`config.mk`:
```
export PLATFORM = sky130hd
export DESIGN_NAME = spike_counter_bank
export DESIGN_NICKNAME = d
export VERILOG_FILES = /design/src/rtl/spike_counter_bank.sv
export SDC_FILE = /design/constraint.sdc
export NUM_CORES = 1
export LEC_CHECK = 0
export CAP_MARGIN = 10
export CORE_MARGIN = 1
export CORE_UTILIZATION = 30
export DETAILED_ROUTE_END_ITERATION = 16
export PLACE_DENSITY = 0.47
export SYNTH_ARGS = -nofsm -noshare
export SYNTH_HDL_FRONTEND = slang
export SYNTH_SLANG_ARGS = --single-unit
export TNS_END_PERCENT = 5
```
`constraint.sdc`:
```
create_clock -name slow_clk -period 20.1 [get_ports slow_clk]
set_clock_uncertainty 0.05 [all_clocks]
set_input_delay 5.025 -clock slow_clk [delete_from_list [all_inputs] [get_ports slow_clk]]
set_output_delay 5.025 -clock slow_clk [all_outputs]
set_load 0.02 [all_outputs]
```
`src/rtl/spike_counter_bank.sv`:
```
// Multi-channel spike rate counter: synchronised rising-edge counts per channel over a
// programmable window, snapshotted to an output bank with a one-cycle valid pulse.
module spike_counter_bank #(
    parameter int unsigned NCH         = 8,
    parameter int unsigned CNT_W       = 16,
    parameter int unsigned WIN_W       = 16,
    parameter int unsigned SYNC_STAGES = 2
) (
    input  logic                   slow_clk,
    input  logic                   reset,
    input  logic [NCH-1:0]         spike,
    input  logic                   enable,
    input  logic                   mode,
    input  logic [WIN_W-1:0]       window_len,
    input  logic                   clear,
    output logic [NCH*CNT_W-1:0]   cnt_out,
    output logic                   cnt_valid,
    output logic [NCH-1:0]         sat_out,
    output logic [WIN_W-1:0]       win_pos
);

    logic [SYNC_STAGES-1:0][NCH-1:0] sync_q;
    logic [NCH-1:0]                  prev_q;
    logic [NCH-1:0]                  spike_edge;

    logic [NCH-1:0][CNT_W-1:0] acc_q;
    logic [NCH-1:0][CNT_W-1:0] acc_sum;
    logic [NCH-1:0][CNT_W-1:0] bank_q;
    logic [NCH-1:0]            sat_q;
    logic [NCH-1:0]            sat_sum;
    logic [NCH-1:0]            sat_bank_q;

    logic [WIN_W-1:0] pos_q;
    logic [WIN_W-1:0] len_q;
    logic [WIN_W-1:0] len_in;
    logic [WIN_W-1:0] len_eff;
    logic             first_q;
    logic             valid_q;
    logic             boundary;

    // Sync and prev flops run regardless of enable so re-enabling never fabricates an edge.
    always_ff @(posedge slow_clk or posedge reset) begin
        if (reset) begin
            sync_q <= '0;
            prev_q <= '0;
        end else begin
            sync_q[0] <= spike;
            for (int s = 1; s < SYNC_STAGES; s++) begin
                sync_q[s] <= sync_q[s-1];
            end
            prev_q <= sync_q[SYNC_STAGES-1];
        end
    end

    assign spike_edge = sync_q[SYNC_STAGES-1] & ~prev_q;

    assign len_in  = (window_len == '0) ? WIN_W'(1) : window_len;
    // First cycle after reset uses the live length, since len_q has not been loaded yet.
    assign len_eff = first_q ? len_in : len_q;
    assign boundary = enable && !clear && (pos_q == len_eff - WIN_W'(1));

    // A full accumulator holds; an edge arriving while full marks the channel saturated.
    always_comb begin
        acc_sum = '0;
        sat_sum = '0;
        for (int i = 0; i < NCH; i++) begin
            if (&acc_q[i]) begin
                acc_sum[i] = acc_q[i];
                sat_sum[i] = sat_q[i] | spike_edge[i];
            end else begin
                acc_sum[i] = acc_q[i] + CNT_W'(spike_edge[i]);
                sat_sum[i] = sat_q[i];
            end
        end
    end

    always_ff @(posedge slow_clk or posedge reset) begin
        if (reset) begin
            acc_q      <= '0;
            sat_q      <= '0;
            bank_q     <= '0;
            sat_bank_q <= '0;
            pos_q      <= '0;
            len_q      <= '0;
            first_q    <= 1'b1;
            valid_q    <= 1'b0;
        end else begin
            first_q <= 1'b0;
            valid_q <= boundary;
            if (clear) begin
                acc_q <= '0;
                sat_q <= '0;
                pos_q <= '0;
                len_q <= len_in;
            end else begin
                if (first_q || boundary) begin
                    len_q <= len_in;
                end
                if (enable) begin
                    if (boundary) begin
                        bank_q     <= acc_sum;
                        sat_bank_q <= sat_sum;
                        pos_q      <= '0;
                        if (mode) begin
                            acc_q <= acc_sum;
                            sat_q <= sat_sum;
                        end else begin
                            acc_q <= '0;
                            sat_q <= '0;
                        end
                    end else begin
                        acc_q <= acc_sum;
                        sat_q <= sat_sum;
                        pos_q <= pos_q + WIN_W'(1);
                    end
                end
            end
        end
    end

    assign cnt_out   = bank_q;
    assign cnt_valid = valid_q;
    assign sat_out   = sat_bank_q;
    assign win_pos   = pos_q;

endmodule

```
# ---- Yosys cells after proc, flatten, opt, wreduce, memory -nomap -nowiden
# Index checks and enable logic that the tools add are counted.
dict set report word_totals {
  register_bits 330
  latchBits 0
  ram_bits 0
  romBits 0
  input_bits 29
  out_inout_bits 153
  memories 0
}
dict set report op_classes {
  n_addsub 10
  n_mul 0
  n_div 0
  magnitude_cmp 0
  eq_ne 1
  n_shift 0
  mux 31
  bitwise_logic 11
  n_reduce_logical 16
}
# operator count
set op_table {}
lappend op_table {{$mux W128} 4}
lappend op_table {{$mux W16} 15}
lappend op_table {{$add A16 B1 Y16} 8}
lappend op_table {{$reduce_and A16 Y1} 8}
lappend op_table {{$mux W8} 4}
lappend op_table {{$add A16 B1 Y16 const B} 1}
lappend op_table {{$eq A16 B16 Y1} 1}
lappend op_table {{$logic_not A16 Y1} 1}
lappend op_table {{$sub A16 B1 Y16 const B} 1}
lappend op_table {{$and A8 B8 Y8} 1}
lappend op_table {{$mux W1} 8}
lappend op_table {{$not A8 Y8} 1}
lappend op_table {{$or A1 B1 Y1} 8}
lappend op_table {{$reduce_bool A2 Y1} 2}
lappend op_table {{$reduce_and A3 Y1} 1}
lappend op_table {{$logic_and A1 B1 Y1} 2}
lappend op_table {{$logic_not A1 Y1} 1}
lappend op_table {{$logic_or A1 B1 Y1} 1}
lappend op_table {{$not A1 Y1} 1}

# ---- Longest topological paths before layout
dict set report logic_depth {
  word_depth 9
  ltp_mapped 18
  ltp_nobuf 14
}

# ---- Least setup slack after synthesis
# Ideal clock, no wire load.
dict set report synth_timing {
  kind {input -> register}
  startpoint {input port window_len[7]}
  endpoint {register len_q[15]}
  setup_time_ns 0.127
  arrival_time_ns 8.419
  slack_ns 11.504
  cell_stages 16
  path_buffers 2
  path_cell_list {or4_1 > nor3_2 > a31oi_1 > nand2_1 > o21ai_0 > ha_1 > o221ai_2 > xnor2_1 > o31a_1 > or4_4 > nor4_4 > nand2_2 > buf_6 > nand2_8 > buf_6 > mux2_1}
}
dict set report synth_via {
  elab_chain_len 8
  elab_cells_between_ends 10
  classes_between {add/sub (1); eq/ne (1); mux (4); reduce/logical (4)}
}
# item line
set synth_lines {}
lappend synth_lines {{start: declaration} 14} ;# input logic [WIN_W-1:0] window_len,
lappend synth_lines {{$logic_not A16 Y1} 57} ;# assign len_in = (window_len == '0) ? WIN_W'(1) : window_len;
lappend synth_lines {{$mux W16 (*)} 57}
lappend synth_lines {{$mux W16} 59} ;# assign len_eff = first_q ? len_in : len_q;
lappend synth_lines {{$sub A16 B1 Y16} 60} ;# assign boundary = enable && !clear && (pos_q == len_eff - WIN_W'(1));
lappend synth_lines {{$eq A16 B16 Y1} 60}
lappend synth_lines {{$logic_and A1 B1 Y1} 60}
lappend synth_lines {{$logic_or A1 B1 Y1} 96} ;# if (first_q || boundary) begin
lappend synth_lines {{$reduce_bool A2 Y1 (no line)} n/a}
lappend synth_lines {{end signal: assignment} 94} ;# len_q <= len_in;
lappend synth_lines {{end signal: assignment} 97} ;# len_q <= len_in;
lappend synth_lines {{end: declaration} 34} ;# logic [WIN_W-1:0] len_q;
# Every way passes the cells marked *; elsewhere a longest branch is shown, timed or not. The select of a mux whose other input is x is not followed.
# A chain may end at the register's enable or synchronous reset.

# ---- Worst setup path in the final report
dict set report layout_timing {
  startpoint {input port window_len[7]}
  endpoint {register bank_q, in the netlist cnt_out[119]}
}
dict set report layout_via {
  elab_chain_len 7
}
# item line
set layout_lines {}
lappend layout_lines {{$logic_not A16 Y1} 57}
lappend layout_lines {{$mux W16 (*)} 57}
lappend layout_lines {{$mux W16 (*)} 59}
lappend layout_lines {{$sub A16 B1 Y16 (*)} 60}
lappend layout_lines {{$eq A16 B16 Y1 (*)} 60}
lappend layout_lines {{$logic_and A1 B1 Y1 (*)} 60}
lappend layout_lines {{$reduce_and A3 Y1 (no line) (*)} n/a}
lappend layout_lines {{end signal: assignment} 101} ;# bank_q <= acc_sum;
lappend layout_lines {{end: declaration} 28} ;# logic [NCH-1:0][CNT_W-1:0] bank_q;
# Every way passes the cells marked *; elsewhere a longest branch is shown, timed or not.

==> flow_metrics.py <==
metrics = {
    "synthesis": {
        "async_flop_share_pct": 100.0,
        "synth_nets": 1741,
        "synthTopCellsByArea": "dfrtp_1, xor2_1, nand2_1",
        "synth_ff_type": "dfrtp_1",
        "synth_area_per_cell_um2": 9.591,
        "yosysTopAreaCellShare_pct": 50.67,
        "synth_warnings": 0,
        "yosysSeqAreaShare_pct": 50.84,
        "synth-edff-count": 0,
        "synth_cell_types": 65,
        "syn_area_um2": 16250,
        "synth_seq_cells": 330,
        "yosys.area.top_type": "dfrtp_1",
        "syn_inst": 1694,
    },
    "critical_path": {
        "cp.depth": 17,
        "critPathArrivalTime_ns": 10.20,
        "worstPathBufferInverterCount": 3,
        "path_class": "in -> reg",
        "crit_fanout": 147,
        "cp-start-kind": "primary input",
        "max_stage_delay_ns": 0.65,
        "r2r_start": "first_q",
        "path_cells": "clkdlybuf4s50_1 > or4_1 > nor3_2 > a31oi_1 > nand2_1 > o21ai_0 > ha_1 > o221ai_2 > xnor2_1 > o31a_1 > or4_4 > nor4_4 > buf_4 > nand2_8 > buf_4 > nand2_1 > o21ai_1",
        "r2r_end": "cnt_out[15]",
        "worstPathRequired_ns": 20.43,
        "r2r_slack_ns": 14.76,
        "cpMaxStageDelayCell": "buf_4",
        "reg2reg_depth": 10,
        "crit_family": "simple AND/OR/NAND/NOR gates",
        "endpoint_kind": "register",
    },
    "routing": {
        "drc": 0,
        "ant_nets": 0,
        "drt-wirelength-per-cell_um": 17.17,
        "firstDrtPassIters": 5,
        "num_vias": 12430,
        "routed_wl_um": 43860,
        "first_iter_violations": 665,
        "vias_per_cell": 4.864,
    },
    "floorplanning": {
        "die-area_um2": 55090,
        "rows": 84,
        "start_util_pct": 30.61,
        "die_w_um": 234.7,
        "die_h_um": 234.7,
        "fp.coreArea_um2": 53080,
        "io_pins": 182,
    },
    "clock_tree": {
        "cts.sinks": 330,
        "clk_path_buf_depth": 3,
        "cts_resized": 0,
        "clock-root-buffer": "clkbuf_16",
        "cts_buffers": 41,
        "clock_latency_ns": 0.56,
        "ctsHoldBuffers": 0,
        "cts_tree": "yes",
        "path_clk_slew_ns": 0.06,
        "h-tree-depth": 2,
        "post_cts_buffers": 0,
    },
    "global_routing": {
        "grt_max_degree": 148,
        "first_global_vias": 12260,
        "grt_antenna_before_repair": 1,
        "grt_pass1_wl_um": 71230,
        "grt_overflow": 0,
        "grtUsageTotal_pct": 16.09,
    },
    "final_layout": {
        "area_growth_pct": 23.53,
        "final_common_cell": "dfrtp_1",
        "drive_gt1_share_pct": 6.374,
        "diodes": 0,
        "layout.cells.most_common_list": "dfrtp_1, nand2_1, clkdlybuf4s50_1, nor2_1, o21ai_1",
        "num-fill-cells": 5289,
        "nets": 1884,
        "finalNonFillerCells": 2555,
    },
    "timing": {
        "rsz0062_at_grt": "false",
        "period_needed_ns": 9.870,
        "tightest_slew_ns": 1.199,
        "final.period_utilization_pct": 49.10,
        "setup_tns_ns": 0,
        "setup_violations": 0,
        "max-slew-margin-rel_pct": 20.07,
        "fmax_ghz": 0.1013,
        "report.final.hold_viol_count": 0,
        "finalMaxSlewViolations": 0,
    },
    "placement": {
        "port_buffers": 181,
        "placed_cells": 2481,
        "place.gp.congestion": 0.7789,
        "dp_hpwl_um": 29040,
    },
    "power_and_ir_drop": {
        "power_density_nw_per_um2": 77.45,
        "power.share.clock_pct": 51.6,
        "seqPwrFrac_pct": 43.7,
        "p_switching_mw": 0.3534,
        "power.internal_mw": 1.201,
        "fin_total_pwr_mw": 1.554,
        "p_leak_nw": 8.136,
        "combPwrFrac_pct": 4.7,
        "swShare_pct": 22.74,
        "ir_drop_uv": 46.29,
    },
    "job": {
        "cap_violations": 0,
    },
    "outcome": {
        "outcome": "finished clean",
    },
    "hold_path": {
        "whs_path_depth": 0,
        "hold_path_class": "reg -> reg",
        "worstHoldStart": "sync_q[1]",
        "holdPathEnd": "sync_q[9]",
    },
}
==> layer usage <==
metal	wire length, um	vias up	GRT usage [%]	part of all wire (%)
met4	1032	0	5.482	2.4
met1	21580	6017	22.81	49
li1	-	6123	-	-
met3	1748	58	2.679	4.0
met5	0	-	0	0
met2	19500	230	24.79	44
==> cell families (layout without fill, tap and decap cells) <==
logic type      after synthesis  count (layout)  share of synthesized area (%)
xor+xnor                    200             200                          10.78
buf+inv                     119             292                          3.412
simple gates                684             684                          20.46
compound gates              307             307                          10.81
flops                       330             330                          50.84
fa+ha+maj                    18              18                          1.386
mux                          35              35                          2.287
other cells                   1               1                        0.02308
==> cell usage after synthesis (10+ instances only) <==
cell type / number
dfrtp_1: 329
nand2_1: 248
nor2_1: 144
o21ai_1: 131
xor2_1: 114
xnor2_1: 86
nand3_1: 80
o21ai_0: 71
clkbuf_1: 54
nand4_1: 44
a21oi_1: 35
nor3_1: 30
buf_2: 26
and3_1: 24
inv_1: 22
or3_1: 19
ha_1: 18
mux2i_1: 18
nor2b_1: 18
a21o_1: 15
or4_1: 13
a22o_1: 12
nor3b_1: 11
nor4_1: 10
==> through the flow <==
stage	hold WS [ns]	utilization, %	setup slack (ns)	cell area [um2]
after floorplan	0.2812	-	5.887	16250
after global placement	0.2847	35.03	9.823	18590
after detailed placement	0.2879	35.03	9.627	18590
after CTS	0.3014	37.80	10.21	20060
after global routing	0.3148	37.81	9.764	20070
final	0.2993	37.81	10.23	20070
==> area by class of cell <==
type / count / area (um2) / share of cell area (%)
clock inverters: 14 / 227.7 / 1.135
flip-flops and latches: 330 / 8259 / 41.15
multi-input cells: 1245 / 7465 / 37.19
repair buffers: 196 / 1917 / 9.551
inverters: 23 / 93.84 / 0.4676
well taps: 688 / 860.8 / 4.289
clock buffers: 59 / 1246 / 6.210
==> how the worst max path moves through the flow <==
stage,startpoint,to,slack (ns)
after global placement,window_len[7],cnt_out[15],9.82
after global routing,window_len[7],sat_out[6],9.76
after detailed placement,window_len[7],cnt_out[15],9.63
after floorplan,reset,acc_q[0],5.89
final,window_len[7],cnt_out[119],10.23
after CTS,window_len[7],cnt_out[114],10.21
==> registers in the layout, summed over array words and instances, names as in the netlist <==
| signal | cells |
|---|---|
| sat_out | 8 |
| prev_q | 8 |
| sat_q | 8 |
| len_q | 16 |
| sync_q | 16 |
| win_pos | 16 |
| cnt_valid | 1 |
| first_q | 1 |
| acc_q | 128 |
| cnt_out | 128 |
==> power by group through the flow <==
| stage | Sequential (mW) | Combinational (mW) | Clock, mW |
|---|---|---|---|
| after CTS | 0.679 | 0.0749 | 0.828 |
| after global placement | 0.691 | 0.0743 | 0 |
| after global routing | 0.680 | 0.0817 | 0.855 |
| after floorplan | 0.688 | 0.0483 | 0 |
| after detailed placement | 0.691 | 0.0749 | 0 |
| final | 0.679 | 0.0726 | 0.803 |
(Power assumes the default switching activity.)
